===== src/rtl/fetch_unit.sv =====
// fetch_unit: instruction fetch front end.
// Keeps the fetch PC, issues one instruction-memory request at a time and
// buffers returned words with their PCs in a 2-entry FIFO toward decode.
// Redirects flush the buffer and discard any in-flight response.
// Optional feature macro: FETCH_MISALIGN_CHECK_EN -- when defined, a redirect
// to a non-word-aligned target raises misalign and halts requests until the
// next aligned redirect. When undefined the target's low two bits are
// ignored and misalign is tied low.
module fetch_unit #(
    parameter logic [31:0] RESET_PC = 32'h0000_0000
) (
    input  logic        clock,
    input  logic        resetn,
    output logic        imem_req,
    output logic [31:0] imem_addr,
    input  logic        imem_gnt,
    input  logic        imem_rvalid,
    input  logic [31:0] imem_rdata,
    input  logic        redirect_valid,
    input  logic [31:0] redirect_pc,
    output logic        inst_valid,
    input  logic        inst_ready,
    output logic [31:0] inst_data,
    output logic [31:0] inst_pc,
    output logic        misalign
);

    typedef enum logic [1:0] {
        ST_RUN  = 2'd0,
        ST_WAIT = 2'd1,
        ST_DROP = 2'd2
    } state_t;

    state_t      state_r;
    state_t      state_s;
    logic [31:0] pc_r;
    logic [31:0] req_pc_r;
    logic [31:0] data_mem_r [0:1];
    logic [31:0] pc_mem_r   [0:1];
    logic        rd_ptr_r;
    logic        wr_ptr_r;
    logic [1:0]  count_r;
    logic        fire_s;
    logic        push_s;
    logic        pop_s;
    logic        halt_s;
    logic [31:0] redir_target_s;

    // Redirect targets are always word aligned; the low bits only feed the misalign check.
    assign redir_target_s = redirect_pc & 32'hFFFF_FFFC;

`ifdef FETCH_MISALIGN_CHECK_EN
    logic misalign_r;

    // Misalign flag: set by an unaligned redirect, cleared by an aligned one.
    always_ff @(posedge clock or negedge resetn) begin
        if (!resetn) begin
            misalign_r <= 1'b0;
        end else if (redirect_valid) begin
            misalign_r <= (redirect_pc[1:0] != 2'b00);
        end else begin
            misalign_r <= misalign_r;
        end
    end

    assign halt_s   = misalign_r;
    assign misalign = misalign_r;
`else
    assign halt_s   = 1'b0;
    assign misalign = 1'b0;
`endif

    // FSM state register.
    always_ff @(posedge clock or negedge resetn) begin
        if (!resetn) begin
            state_r <= ST_RUN;
        end else begin
            state_r <= state_s;
        end
    end

    // FSM next state. A grant cannot coincide with a redirect in RUN because
    // the request is masked by redirect_valid, so RUN only ever goes to WAIT.
    always_comb begin
        state_s = state_r;
        case (state_r)
            ST_RUN: begin
                if (fire_s) begin
                    state_s = ST_WAIT;
                end else begin
                    state_s = ST_RUN;
                end
            end
            ST_WAIT: begin
                if (imem_rvalid) begin
                    state_s = ST_RUN;
                end else if (redirect_valid) begin
                    state_s = ST_DROP;
                end else begin
                    state_s = ST_WAIT;
                end
            end
            ST_DROP: begin
                if (imem_rvalid) begin
                    state_s = ST_RUN;
                end else begin
                    state_s = ST_DROP;
                end
            end
            default: begin
                state_s = ST_RUN;
            end
        endcase
    end

    // FSM outputs and FIFO strobes. The request needs a free slot so the
    // returning word can always be pushed; a redirect overrides push and pop.
    always_comb begin
        imem_req = 1'b0;
        if (resetn && (state_r == ST_RUN) && (count_r != 2'd2) && !redirect_valid && !halt_s) begin
            imem_req = 1'b1;
        end else begin
            imem_req = 1'b0;
        end
        fire_s = imem_req && imem_gnt;
        push_s = (state_r == ST_WAIT) && imem_rvalid && !redirect_valid;
        pop_s  = (count_r != 2'd0) && inst_ready && !redirect_valid;
    end

    assign imem_addr = pc_r;

    // Fetch PC and the PC of the outstanding request.
    always_ff @(posedge clock or negedge resetn) begin
        if (!resetn) begin
            pc_r     <= RESET_PC;
            req_pc_r <= 32'h0000_0000;
        end else if (redirect_valid) begin
            pc_r     <= redir_target_s;
            req_pc_r <= req_pc_r;
        end else if (fire_s) begin
            pc_r     <= pc_r + 32'd4;
            req_pc_r <= pc_r;
        end else begin
            pc_r     <= pc_r;
            req_pc_r <= req_pc_r;
        end
    end

    // Two-entry instruction buffer; a redirect empties it.
    always_ff @(posedge clock or negedge resetn) begin
        if (!resetn) begin
            data_mem_r[0] <= 32'h0000_0000;
            data_mem_r[1] <= 32'h0000_0000;
            pc_mem_r[0]   <= 32'h0000_0000;
            pc_mem_r[1]   <= 32'h0000_0000;
            rd_ptr_r      <= 1'b0;
            wr_ptr_r      <= 1'b0;
            count_r       <= 2'd0;
        end else if (redirect_valid) begin
            rd_ptr_r <= 1'b0;
            wr_ptr_r <= 1'b0;
            count_r  <= 2'd0;
        end else begin
            if (push_s) begin
                data_mem_r[wr_ptr_r] <= imem_rdata;
                pc_mem_r[wr_ptr_r]   <= req_pc_r;
                wr_ptr_r             <= ~wr_ptr_r;
            end
            if (pop_s) begin
                rd_ptr_r <= ~rd_ptr_r;
            end
            case ({push_s, pop_s})
                2'b10:   count_r <= count_r + 2'd1;
                2'b01:   count_r <= count_r - 2'd1;
                default: count_r <= count_r;
            endcase
        end
    end

    assign inst_valid = (count_r != 2'd0);
    assign inst_data  = inst_valid ? data_mem_r[rd_ptr_r] : 32'h0000_0000;
    assign inst_pc    = inst_valid ? pc_mem_r[rd_ptr_r]   : 32'h0000_0000;

endmodule


===== config.mk =====
export PLATFORM = sky130hd
export DESIGN_NAME = fetch_unit
export DESIGN_NICKNAME = d
export VERILOG_FILES = /design/src/rtl/fetch_unit.sv
export SDC_FILE = /design/constraint.sdc
export NUM_CORES = 1
export LEC_CHECK = 0
export BUFFER_PORTS_ARGS = -buffer_cell sky130_fd_sc_hd__buf_2
export CORE_ASPECT_RATIO = 1.25
export CORE_MARGIN = 2
export CORE_UTILIZATION = 45
export DETAILED_ROUTE_END_ITERATION = 8
export GPL_ROUTABILITY_DRIVEN = 0
export HOLD_SLACK_MARGIN = 0.08
export PLACE_DENSITY = 0.67
export SLEW_MARGIN = 20
export SYNTH_ARGS = -nofsm -noshare
export SYNTH_HDL_FRONTEND = slang
export SYNTH_SLANG_ARGS = --single-unit

===== constraint.sdc =====
create_clock -name clock -period 3 [get_ports clock]
set_clock_uncertainty 0.1 [all_clocks]
set_input_delay 0.15 -clock clock [delete_from_list [all_inputs] [get_ports clock]]
set_output_delay 0.15 -clock clock [all_outputs]
set_load 0.01 [all_outputs]

==> results.yml <==
layout:
  layout.cells.most_common_list: "dfrtp_1 (189), buf_2 (160), nand2_1 (128)"
  drive_gt1_share_pct: 34.36
  layout.cells.most_common: "dfrtp_1"
  layout.nets: 1065
  insertedDiodeCount: 0
  area_growth_syn_to_layout_pct: 28.31
  filler_cell_count: 1609
grt:
  grt_max_degree: 190
  grt.total_usage_pct: 19.55
  grt_overflow_total: 0
  first_pass_grt_wire_length_um: 32340
  antenna_found_initial: 0
  grt_pass1_vias: 6407
synth:
  synth_flop_cell: "dfrtp_1"
  asyncSetResetFlopFracSynth_pct: 100.0
  synthesis.instances: 775
  synth_edf_count: 0
  syn_avg_cell_area_um2: 11.29
  ys.warnings.count: 0
  yosys_cell_types: 53
  synth.cell_area_mm2: 0.008751
  ys_seq_elements: 190
  ys_seq_area_share_pct: 54.33
clock_network:
  clk_path_buf_depth: 2
  cts_tree: "built"
  cts-buffers-inserted: 17
  h-tree-depth: 4
  clock_tree.root_cell: "clkbuf_16"
  cts_resized: 0
  postCtsSetupRepairBufs: 0
  clkSlewWorstSetupHoldPaths_ns: 0.07
  cts-hold-fix-buffers: 68
  clkLatencyLatePin_ns: 0.43
  tritoncts_num_sinks: 190
floorplanning:
  die_area_mm2: 0.02059
  initial_standard_cell_utilization_of_the_core_pct: 45.45
  chipWidth_um: 128.7
  die_height_um: 159.9
  core_region_area_mm2: 0.01926
  placementRows: 57
  pin_count: 169
power:
  power_report.internal_total_uw: 5168
  vdd_drop_max_uv: 423.8
  powerDensity_mw_per_mm2: 614.9
  netSwitchingPower_uw: 1736
  leakage_uw: 0.005399
  switching_share_pct: 25.15
  tot_pwr_uw: 6904
  power_frac_seq_pct: 48.1
  power.combinational.fraction_pct: 14.6
  clockPowerShare_pct: 37.3
job:
  cap_viol_max_count: 0
setup_path:
  timing.critical_path.from_type: "flop"
  r2r-start: "count_r[0]"
  setup.worst_path.end_class: "flop"
  rrSetupSlack_ns: 0.61
  crit_path_start: "count_r[0]"
  crit_arrival_ns: 2.60
  cp.required_ns: 3.21
  crit_fanout: 16
  crit_type: "reg2reg"
sta:
  final-hold-violation-count: 0
  layout_worst_path_cycle_share_pct: 79.74
  max_clock_freq_mhz: 418.0
  max_slew_margin_pct: 28.63
  setup_total_negative_slack_ns: 0
  final.hold.worst_slack_ns: 0.1688
  worst-slew-pin-transition_ns: 1.067
  slew_viol_final: 0
  finalSetupViolCount: 0
  min_period_ns: 2.392
  timing.final.ws_setup_ns: 0.6077
  rsz_0062_raised_after_global_routing: "false"
drt:
  routed_via_density: 5.236
  first_pass_detailed_route_iteration_total: 5
  drt-total-wl_um: 19700
  drt_iter0_markers: 295
  antenna_left: 0
  vias_after_detailed_routing: 6508
  route.detailed.drc: 0
  routedWlPerCell_um: 15.85
placement:
  detailedPlace.worstSlack_ns: 0.6234
  dp_hpwl_um: 12250
  place.port_buffers: 161
min_path:
  min_path_type: "in2async"
status:
  run_status: "complete, no violations"
## synthesized netlist by cell type (4+ instances only)
cell,count,area (um^2)
clkbuf_1,31,116.4
mux2i_1,62,620.6
nor4_1,4,25.02
o211ai_1,9,67.56
o311ai_0,11,96.34
nand4_1,8,50.05
buf_2,7,35.03
nor2_1,83,311.6
a22oi_1,5,37.54
dfrtp_1,190,4755
a21oi_1,10,50.05
o21ai_0,17,85.08
inv_1,5,18.77
nand3_1,21,105.1
nor2b_1,4,25.02
buf_4,5,37.54
nor3_1,5,25.02
mux2_2,124,1396
nand2_1,128,480.5
## sequential cells by signal, summed over array words and instances, names as in the netlist
register / flops
imem_addr: 30
rd_ptr_r: 1
req_pc_r: 30
data_mem_r: 64
wr_ptr_r: 1
count_r: 2
state_r: 2
pc_mem_r: 60
## metal layers
layer	up-vias	share of wire [%]	track usage, %	routed length [um]
met5	-	0	0	0
met4	0	0.95	5.534	188
met3	11	3.8	3.451	758
met2	163	50	32.59	9774
met1	3191	46	26.22	8979
li1	3143	-	-	-
## worst paths after layout
path	end	depth (start not counted)
worst min register to register	req_pc_r[3]	2
worst max-delay path	imem_addr[9]	5
min in group clock	req_pc_r[10]	4
worst max register to register	imem_addr[9]	5
worst min-delay path	pc_mem_r[35]	3
max in group asynchronous	data_mem_r[15]	4
## worst max-delay path: stages, from the launching register on
cell and delay, ns:
dfrtp_1 0.42, nand2b_1 0.20, and3_2 0.34, nor2_1 0.84, o21ai_0 0.23, o311ai_0 0.15
## power groups by stage
stage | Sequential (uW) | Clock, uW | Combinational, uW
finish | 3320 | 2580 | 1010
CTS | 3320 | 2640 | 1020
detailed placement | 3370 | 0 | 947
floorplan | 3290 | 0 | 676
global route | 3380 | 2740 | 1140
global placement | 3350 | 0 | 923
## kinds of logic after synthesis
kind of cell | after synthesis | synth area share, %
AOI/OAI and AO/OA | 64 | 5.004
and+or+nand+nor | 276 | 14.23
other | 1 | 0.04285
adders and majority gates | 1 | 0.1430
xor gates and xnor gates | 4 | 0.4004
DFF | 190 | 54.33
buffers and inverters | 53 | 2.802
muxes | 186 | 23.05
## per-stage QoR
step | instance area (um^2) | cells | util [%]
final | 11230 | 1243 | 58.31
after global routing | 11230 | 1243 | 58.31
after CTS | 11200 | 1242 | 58.17
after detailed placement | 9839 | 1142 | 51.10
after global placement | 9839 | 1142 | 51.10
after floorplan | 8766 | 779 | -
## area by class of cell
cell class | instances | area, um^2 | area share (%)
flip-flops and latches | 190 | 4758 | 42.38
repair buffers | 244 | 1690 | 15.05
clock inverters | 14 | 251.5 | 2.240
clock buffers | 18 | 429.2 | 3.822
multi-input cells | 536 | 3785 | 33.71
inverters | 5 | 18.77 | 0.1671
well taps | 236 | 295.3 | 2.630
(Power assumes the default switching activity.)
